`src/rtl/instr_packer_if.sv`:
```
// Command input and merged-word AXI-Stream output of instr_packer.
// slave = packer side, master = command generator / downstream side.
interface instr_packer_if #(
    parameter int BG_WIDTH   = 2,
    parameter int BANK_WIDTH = 2,
    parameter int ROW_WIDTH  = 17
);
    logic [2:0]            s_cmd_type;
    logic [BANK_WIDTH-1:0] s_cmd_bank;
    logic [BG_WIDTH-1:0]   s_cmd_bg;
    logic [ROW_WIDTH-1:0]  s_cmd_addr;
    logic                  s_cmd_pall;
    logic [511:0]          s_cmd_wdata;
    logic                  s_cmd_valid;
    logic                  s_cmd_ready;
    logic                  flush;
    logic [639:0]          M_AXIS_TDATA;
    logic                  M_AXIS_TVALID;
    logic                  M_AXIS_TREADY;

    modport slave (
        input  s_cmd_type, s_cmd_bank, s_cmd_bg, s_cmd_addr, s_cmd_pall,
        input  s_cmd_wdata, s_cmd_valid, flush, M_AXIS_TREADY,
        output s_cmd_ready, M_AXIS_TDATA, M_AXIS_TVALID
    );

    modport master (
        output s_cmd_type, s_cmd_bank, s_cmd_bg, s_cmd_addr, s_cmd_pall,
        output s_cmd_wdata, s_cmd_valid, flush, M_AXIS_TREADY,
        input  s_cmd_ready, M_AXIS_TDATA, M_AXIS_TVALID
    );
endinterface

```
`src/rtl/instr_packer.sv`:
```
// Packs DDR4 commands into 640-bit words (4 x 32-bit slots + 512-bit wdata).
// Optional statistics outputs are enabled by defining INSTR_PACKER_STATS_EN.
module instr_packer #(
    parameter int BG_WIDTH      = 2,
    parameter int BANK_WIDTH    = 2,
    parameter int ROW_WIDTH     = 17,
    parameter int FLUSH_TIMEOUT = 16
`ifdef INSTR_PACKER_STATS_EN
    ,
    parameter int CNT_WIDTH     = 16
`endif
) (
    input logic           clk,
    input logic           rst,
    instr_packer_if.slave bus
`ifdef INSTR_PACKER_STATS_EN
    ,
    output logic [CNT_WIDTH-1:0] stat_words,
    output logic [CNT_WIDTH-1:0] stat_pad_slots
`endif
);

    localparam logic [2:0] TYPE_PRE = 3'd1;
    localparam logic [2:0] TYPE_WR  = 3'd4;
    localparam logic [2:0] TYPE_ILL = 3'd7;
    localparam int IW = (FLUSH_TIMEOUT > 1) ? $clog2(FLUSH_TIMEOUT) : 1;
    localparam logic [IW-1:0] IDLE_LAST = IW'((FLUSH_TIMEOUT > 0) ? FLUSH_TIMEOUT - 1 : 0);

    logic [BANK_WIDTH-1:0] cmd_bank;
    logic [BG_WIDTH-1:0]   cmd_bg;
    logic [ROW_WIDTH-1:0]  cmd_addr;

    logic [3:0][31:0] slots, slots_n;
    logic [511:0]     wdata, wdata_n;
    logic [2:0]       slot_cnt, cnt_n;
    logic             wr_used, wr_used_n;
    logic             close_pend;
    logic [IW-1:0]    idle_cnt;
    logic             out_full;
    logic [639:0]     out_data;

    logic [31:0] enc;
    logic        is_wr, conflict, ready, accept;
    logic        timeout_hit, close_req, close_any, do_xfer;

    assign cmd_bank = bus.s_cmd_bank;
    assign cmd_bg   = bus.s_cmd_bg;
    assign cmd_addr = bus.s_cmd_addr;

    always_comb begin
        enc = 32'(bus.s_cmd_type) | (32'(cmd_bank) << 3) | (32'(cmd_bg) << 5)
            | (32'(cmd_addr) << 7);
        if (bus.s_cmd_type == TYPE_PRE) enc[7] = cmd_addr[0] | bus.s_cmd_pall;
        if (bus.s_cmd_type == TYPE_ILL) enc = '0;
    end

    assign is_wr    = (bus.s_cmd_type == TYPE_WR);
    assign conflict = bus.s_cmd_valid & is_wr & wr_used;
    assign ready    = !rst && (slot_cnt < 3'd4) && !close_pend && !conflict;
    assign accept   = bus.s_cmd_valid & ready;

    // Assembly contents including this cycle's accept; a closing word always
    // absorbs the command accepted alongside the close.
    always_comb begin
        slots_n   = slots;
        wdata_n   = wdata;
        wr_used_n = wr_used;
        cnt_n     = slot_cnt;
        if (accept) begin
            slots_n[slot_cnt[1:0]] = enc;
            cnt_n = slot_cnt + 3'd1;
            if (is_wr) begin
                wdata_n   = bus.s_cmd_wdata;
                wr_used_n = 1'b1;
            end
        end
    end

    // Timeout fires on the cycle the idle count would reach FLUSH_TIMEOUT.
    assign timeout_hit = (FLUSH_TIMEOUT != 0) && (slot_cnt != 3'd0) && !accept
                         && (idle_cnt == IDLE_LAST);
    assign close_req   = (accept && slot_cnt == 3'd3) || conflict
                         || ((bus.flush || timeout_hit) && cnt_n != 3'd0);
    assign close_any   = close_req | close_pend;
    assign do_xfer     = close_any & (!out_full | bus.M_AXIS_TREADY);

    always_ff @(posedge clk) begin
        if (rst) begin
            slots      <= '0;
            wdata      <= '0;
            wr_used    <= 1'b0;
            slot_cnt   <= 3'd0;
            close_pend <= 1'b0;
            idle_cnt   <= '0;
            out_full   <= 1'b0;
            out_data   <= '0;
        end else if (do_xfer) begin
            out_data   <= {wdata_n, slots_n};
            out_full   <= 1'b1;
            slots      <= '0;
            wdata      <= '0;
            wr_used    <= 1'b0;
            slot_cnt   <= 3'd0;
            close_pend <= 1'b0;
            idle_cnt   <= '0;
        end else begin
            if (bus.M_AXIS_TREADY) out_full <= 1'b0;
            slots      <= slots_n;
            wdata      <= wdata_n;
            wr_used    <= wr_used_n;
            slot_cnt   <= cnt_n;
            close_pend <= close_any;
            if (accept)
                idle_cnt <= '0;
            else if (FLUSH_TIMEOUT != 0 && slot_cnt != 3'd0 && !close_any)
                idle_cnt <= idle_cnt + 1'b1;
        end
    end

    assign bus.s_cmd_ready   = ready;
    assign bus.M_AXIS_TVALID = out_full;
    assign bus.M_AXIS_TDATA  = out_data;

`ifdef INSTR_PACKER_STATS_EN
    logic [2:0]         pad_cnt;
    logic [CNT_WIDTH:0] pad_sum;

    assign pad_cnt = 3'd4 - cnt_n;
    assign pad_sum = {1'b0, stat_pad_slots} + (CNT_WIDTH+1)'(pad_cnt);

    always_ff @(posedge clk) begin
        if (rst) begin
            stat_words     <= '0;
            stat_pad_slots <= '0;
        end else begin
            if (out_full && bus.M_AXIS_TREADY && stat_words != '1)
                stat_words <= stat_words + 1'b1;
            if (do_xfer)
                stat_pad_slots <= pad_sum[CNT_WIDTH] ? '1 : pad_sum[CNT_WIDTH-1:0];
        end
    end
`endif

endmodule
```
`src/flat_wrapper.sv`:
```
// flat-port wrapper written by rule: the top's interface ports become plain ports
module instr_packer_flat 
#(
    parameter int BG_WIDTH      = 2,
    parameter int BANK_WIDTH    = 2,
    parameter int ROW_WIDTH     = 17,
    parameter int FLUSH_TIMEOUT = 16

)
  (clk, rst, bus_s_cmd_type, bus_s_cmd_bank, bus_s_cmd_bg, bus_s_cmd_addr, bus_s_cmd_pall, bus_s_cmd_wdata, bus_s_cmd_valid, bus_flush, bus_M_AXIS_TREADY, bus_s_cmd_ready, bus_M_AXIS_TDATA, bus_M_AXIS_TVALID);
  instr_packer_if #(.BG_WIDTH(BG_WIDTH), .BANK_WIDTH(BANK_WIDTH), .ROW_WIDTH(ROW_WIDTH)) bus_i ();
  input logic clk;
  input logic rst;
  input wire logic [$bits(bus_i.s_cmd_type)-1:0] bus_s_cmd_type;
  input wire logic [$bits(bus_i.s_cmd_bank)-1:0] bus_s_cmd_bank;
  input wire logic [$bits(bus_i.s_cmd_bg)-1:0] bus_s_cmd_bg;
  input wire logic [$bits(bus_i.s_cmd_addr)-1:0] bus_s_cmd_addr;
  input wire logic [$bits(bus_i.s_cmd_pall)-1:0] bus_s_cmd_pall;
  input wire logic [$bits(bus_i.s_cmd_wdata)-1:0] bus_s_cmd_wdata;
  input wire logic [$bits(bus_i.s_cmd_valid)-1:0] bus_s_cmd_valid;
  input wire logic [$bits(bus_i.flush)-1:0] bus_flush;
  input wire logic [$bits(bus_i.M_AXIS_TREADY)-1:0] bus_M_AXIS_TREADY;
  output wire logic [$bits(bus_i.s_cmd_ready)-1:0] bus_s_cmd_ready;
  output wire logic [$bits(bus_i.M_AXIS_TDATA)-1:0] bus_M_AXIS_TDATA;
  output wire logic [$bits(bus_i.M_AXIS_TVALID)-1:0] bus_M_AXIS_TVALID;
  assign bus_i.s_cmd_type = bus_s_cmd_type;
  assign bus_i.s_cmd_bank = bus_s_cmd_bank;
  assign bus_i.s_cmd_bg = bus_s_cmd_bg;
  assign bus_i.s_cmd_addr = bus_s_cmd_addr;
  assign bus_i.s_cmd_pall = bus_s_cmd_pall;
  assign bus_i.s_cmd_wdata = bus_s_cmd_wdata;
  assign bus_i.s_cmd_valid = bus_s_cmd_valid;
  assign bus_i.flush = bus_flush;
  assign bus_i.M_AXIS_TREADY = bus_M_AXIS_TREADY;
  assign bus_s_cmd_ready = bus_i.s_cmd_ready;
  assign bus_M_AXIS_TDATA = bus_i.M_AXIS_TDATA;
  assign bus_M_AXIS_TVALID = bus_i.M_AXIS_TVALID;
  instr_packer #(.BG_WIDTH(BG_WIDTH), .BANK_WIDTH(BANK_WIDTH), .ROW_WIDTH(ROW_WIDTH), .FLUSH_TIMEOUT(FLUSH_TIMEOUT)) u_core (.clk(clk), .rst(rst), .bus(bus_i));
endmodule
```
`config.mk`:
```
export PLATFORM = sky130hd
export DESIGN_NAME = instr_packer_flat
export DESIGN_NICKNAME = d
export VERILOG_FILES = /design/src/rtl/instr_packer_if.sv /design/src/rtl/instr_packer.sv /design/src/flat_wrapper.sv
export SDC_FILE = /design/constraint.sdc
export NUM_CORES = 2
export LEC_CHECK = 0
export CORE_AREA = 2 2 463 465
export DETAILED_ROUTE_END_ITERATION = 12
export DIE_AREA = 0 0 465 467
export SKIP_CTS_REPAIR_TIMING = 1
export SYNTH_ARGS = -nofsm -noshare
export SYNTH_HDL_FRONTEND = slang
export SYNTH_SLANG_ARGS = --single-unit
```
`constraint.sdc`:
```
create_clock -name clk -period 2.6 [get_ports clk]
set_input_delay 0.52 -clock clk [delete_from_list [all_inputs] [get_ports clk]]
set_output_delay 0.52 -clock clk [all_outputs]
set_load 0.005 [all_outputs]
```
==> results.env <==
STATUS='completed'
SYNTHMOSTINSTANTIATEDCELL='nor2_1'
SHARE_OF_CELLS_ABOVE_DRIVE_STRENGTH_1_PCT=11.25
FMAX_GHz=0.3858
AREA_OF_ALL_PLACED_CELLS_WITHOUT_FILLERS_MM2=0.06708
POST_SYNTH_INST_COUNT=4399
GRT_MAX_DEGREE=164
SYNTH_ENABLE_FLOP_CELLS=0
MULTI_INPUT_AREA_MM2=0.01672
WORSTPATHMAXFANOUT=15
MAX_SLEW_MARGIN_PCT=19.71
TOTAL_LEAKAGE_POWER_nW=27.41
DIE_WIDTH_UM=465
FINAL-MAX-SLEW-VIOLATION-COUNT=0
TIMING_HOLD_VIOLATIONS_FINAL=0
POST-DP-HPWL_UM=140000
ROWS=169
FF2FF_SETUP_SLACK_PS=30
FINAL-SEQ-AREA_MM2=0.02584
HP-CLASS='primary input to register'
NUM_IO_PINS=1184
CELL_TYPE_OF_THE_SLOWEST_STAGE_ON_THE_WORST_TIMING_PATH='clkdlybuf4s50_1'
CTS_TREE='done'
SYNTH_CELL_TYPES=41
YS_FF_LATCH=1290
WORST_SETUP_PATH_END_KIND='register'
PERIOD_SHARE_PCT=99.69
STARTPOINT_TYPE='primary input'
INITIAL_UTILIZATION_PCT=20.78
CTS_MAX_LEVEL=4
FINAL_NET_COUNT=6264
HOLD_SLACK_PS=234.1
GP_ROUTABILITY_CONGESTION=0.8851
GLOBAL_ROUTE.USAGE.TOTAL_PCT=15.72
CTSLONGESTPATHBUFFERS=3
REG2REG_TO='u_core.bus.M_AXIS_TDATA[31]'
SYNTH_ASYNC_SR_FLOP_SHARE_PCT=0
HOLD-PATH-ENDPOINT='u_core.slot_cnt[2]'
WL_PER_CELL_UM=21.16
YOSYSTOPAREACELL='dfxtp_1'
WIRE_LENGTH_AFTER_DETAILED_ROUTING_UM=183300
TIMING.CLOCK.SKEW_PS=29.41
WORSTHOLDPATHCELLS=5
SYNTHTOLAYOUTAREAGROWTH_PCT=52.51
FILLERINSTANCES=21650
GRT_REMAINING_OVERFLOW=0
POST-ROUTE-DRC-COUNT=0
VIASPERCELL=4.261
INSTANCE_AREA_AT_PLACEMENT_MM2=0.06084
ROUTE.ANTENNA.REMAINING_NETS=0
P_PER_AREA_mW_PER_MM2=787.7
CRITPATHREQUIREDTIME_PS=3250
SYNTH_SEQ_AREA_SHARE_PCT=58.71
VIAS=36910
CRITICAL_PATH_CELL_BY_CELL='clkdlybuf4s50_1 > or3b_4 > o21ai_4 > nand3_2 > a32oi_4 > buf_4 > buf_12 > clkbuf_16 > buf_16 > nor2_1 > a211oi_1'
CLOCK_LATENCY_PS=780
CLOCK-ROOT-BUFFER='clkbuf_16'
WORST_IR_DROP_VDD_mV=0.6152
CTS_BUFFERS=145
DIE-AREA_MM2=0.2172
POSTLAYOUTSETUPSLACKWORST_PS=8.067
PRECTSSETUPSLACK_PS=-803.5
FINAL_MIN_PERIOD_PS=2592
SLOWEST_DELAY_PS=470
ANTENNA_FOUND_INITIAL=83
TOP_POST_SYNTHESIS_CELLS_BY_COUNT='nor2_1 (1299), dfxtp_1 (1290), a211oi_1 (604)'
LAUNCH_POINT_OF_THE_WORST_HOLD_PATH='rst'
WIRE_LENGTH_OF_THE_FIRST_GLOBAL_ROUTING_PASS_UM=250400
FINAL-SETUP-VIOL-COUNT=0
SYNTH_WARNINGS=0
PLACEABLECOREAREA_MM2=0.2117
WORST_R2R_STARTPOINT='u_core.slot_cnt[0]'
DRT_FIRST_PASS_ITERS=5
MAXCAPVIOLATIONS=0
WORST_PIN_SLEW_PS=1204
CTS_NUM_SINKS=1290
TIMING.CRITICAL_PATH.ARRIVAL_PS=3240
SETUP_TOTAL_NEGATIVE_SLACK_PS=0
PATH_CLK_SLEW_PS=60
MOST_USED_FLIP_FLOP_CELL_AFTER_SYNTHESIS='dfxtp_1'
IO_BUFFERS=1183
CRITICALPATHCATEGORY='primary input to register'
MAPPEDNETLISTAREA_MM2=0.04398
YOSYS-TOP-CELLS-AREA='dfxtp_1 (59%), mux2i_1 (12%), nor2_1 (11%)'
POWER.TOTAL_mW=52.84
AVGSYNTHCELLAREA_UM2=9.999
WORST-R2R-CELL-COUNT=12
SYNTH.TOP_CELL.AREA_SHARE_PCT=58.71
DETAIL_ROUTE.ITER0.VIOLATIONS=1970
GRT_PASS1_VIAS=35870
FP.DIEH_UM=467
SYNTHESIS.NETS=4947
[cell usage in the layout, fill, tap and decap left out, types with 5 or more instances in the layout]
cell | netlist | routed
clkinv_16 | 0 | 5
bufinv_16 | 0 | 13
inv_6 | 0 | 5
clkinv_8 | 0 | 5
diode_2 | 0 | 21
nor2_1 | 1299 | 1298
inv_1 | 6 | 5
clkdlybuf4s50_1 | 0 | 1180
o21ai_0 | 5 | 5
a211oi_1 | 604 | 554
dfxtp_1 | 1290 | 1287
and3_1 | 33 | 33
a211oi_2 | 0 | 50
clkbuf_1 | 161 | 26
nand2_1 | 68 | 68
buf_4 | 64 | 239
clkinv_2 | 0 | 18
buf_16 | 0 | 11
clkbuf_8 | 0 | 31
buf_12 | 0 | 65
a21oi_1 | 120 | 120
nand3_1 | 38 | 36
clkbuf_16 | 0 | 164
buf_6 | 1 | 19
and2_1 | 6 | 6
mux2i_1 | 526 | 526
[power breakdown]
| part | switching, mW | internal (mW) |
|---|---|---|
| clock network | 8.63 | 12.5 |
| registers | 0.819 | 21.2 |
| logic | 4.65 | 5.03 |
[worst max-delay path: cells and delay by family]
family,cells,cell delay [ps]
AOI/OAI and AO/OA,3,850
buffers and inverters,5,1170
and+or+nand+nor,3,630
[final cells by class]
cell class / instances / share of cell area, %
clock inverters: 50 / 1.198
diodes: 21 / 0.07834
clock buffers: 202 / 6.191
flip-flops and latches: 1290 / 38.52
multi-input cells: 2735 / 24.92
inverters: 6 / 0.03358
well taps: 2821 / 5.262
repair buffers: 1538 / 23.80
[per-stage QoR]
step                cells  utilization [%]
finish               8663            31.69
detailed placement   8348            28.74
global route         8649            31.67
CTS                  8600            31.08
floorplan            4399                -
global placement     8348            28.74
[logic make-up after synthesis]
logic type      share of synthesized area [%]
simple gates                            12.93
flops                                   58.71
compound gates                          12.00
mux                                     11.97
buf+inv                                 4.156
fa+ha+maj                              0.1707
xor+xnor                              0.05975
[registers in the layout, summed over array words and instances (netlist names)]
| signal | cells |
|---|---|
| u_core.wr_used | 1 |
| u_core.idle_cnt | 4 |
| u_core.wdata | 512 |
| u_core.slots | 128 |
| u_core.bus.M_AXIS_TVALID | 1 |
| u_core.slot_cnt | 3 |
| u_core.bus.M_AXIS_TDATA | 640 |
| u_core.close_pend | 1 |
[routing by layer]
| metal | track usage, % | up-vias | wire [um] |
|---|---|---|---|
| met3 | 8.278 | 373 | 21610 |
| li1 | - | 17820 | - |
| met4 | 7.108 | 74 | 8363 |
| met1 | 17.54 | 17340 | 71660 |
| met5 | 0.1976 | - | 529 |
| met2 | 24.70 | 1308 | 81120 |
[worst max-delay path by stage]
stage / startpoint / end / slack, ps
after global placement: bus_s_cmd_type[2] / u_core.bus.M_AXIS_TDATA[272] / -710
final: bus_s_cmd_type[2] / u_core.bus.M_AXIS_TDATA[250] / 8
after global routing: u_core.slot_cnt[1] / u_core.bus.M_AXIS_TDATA[250] / -50
after detailed placement: bus_s_cmd_type[2] / u_core.bus.M_AXIS_TDATA[278] / -800
after CTS: bus_s_cmd_type[2] / bus_s_cmd_ready / -480
after floorplan: bus_s_cmd_type[0] / u_core.wdata[327] / 90
Note: power is estimated with default switching activity, not from simulation.
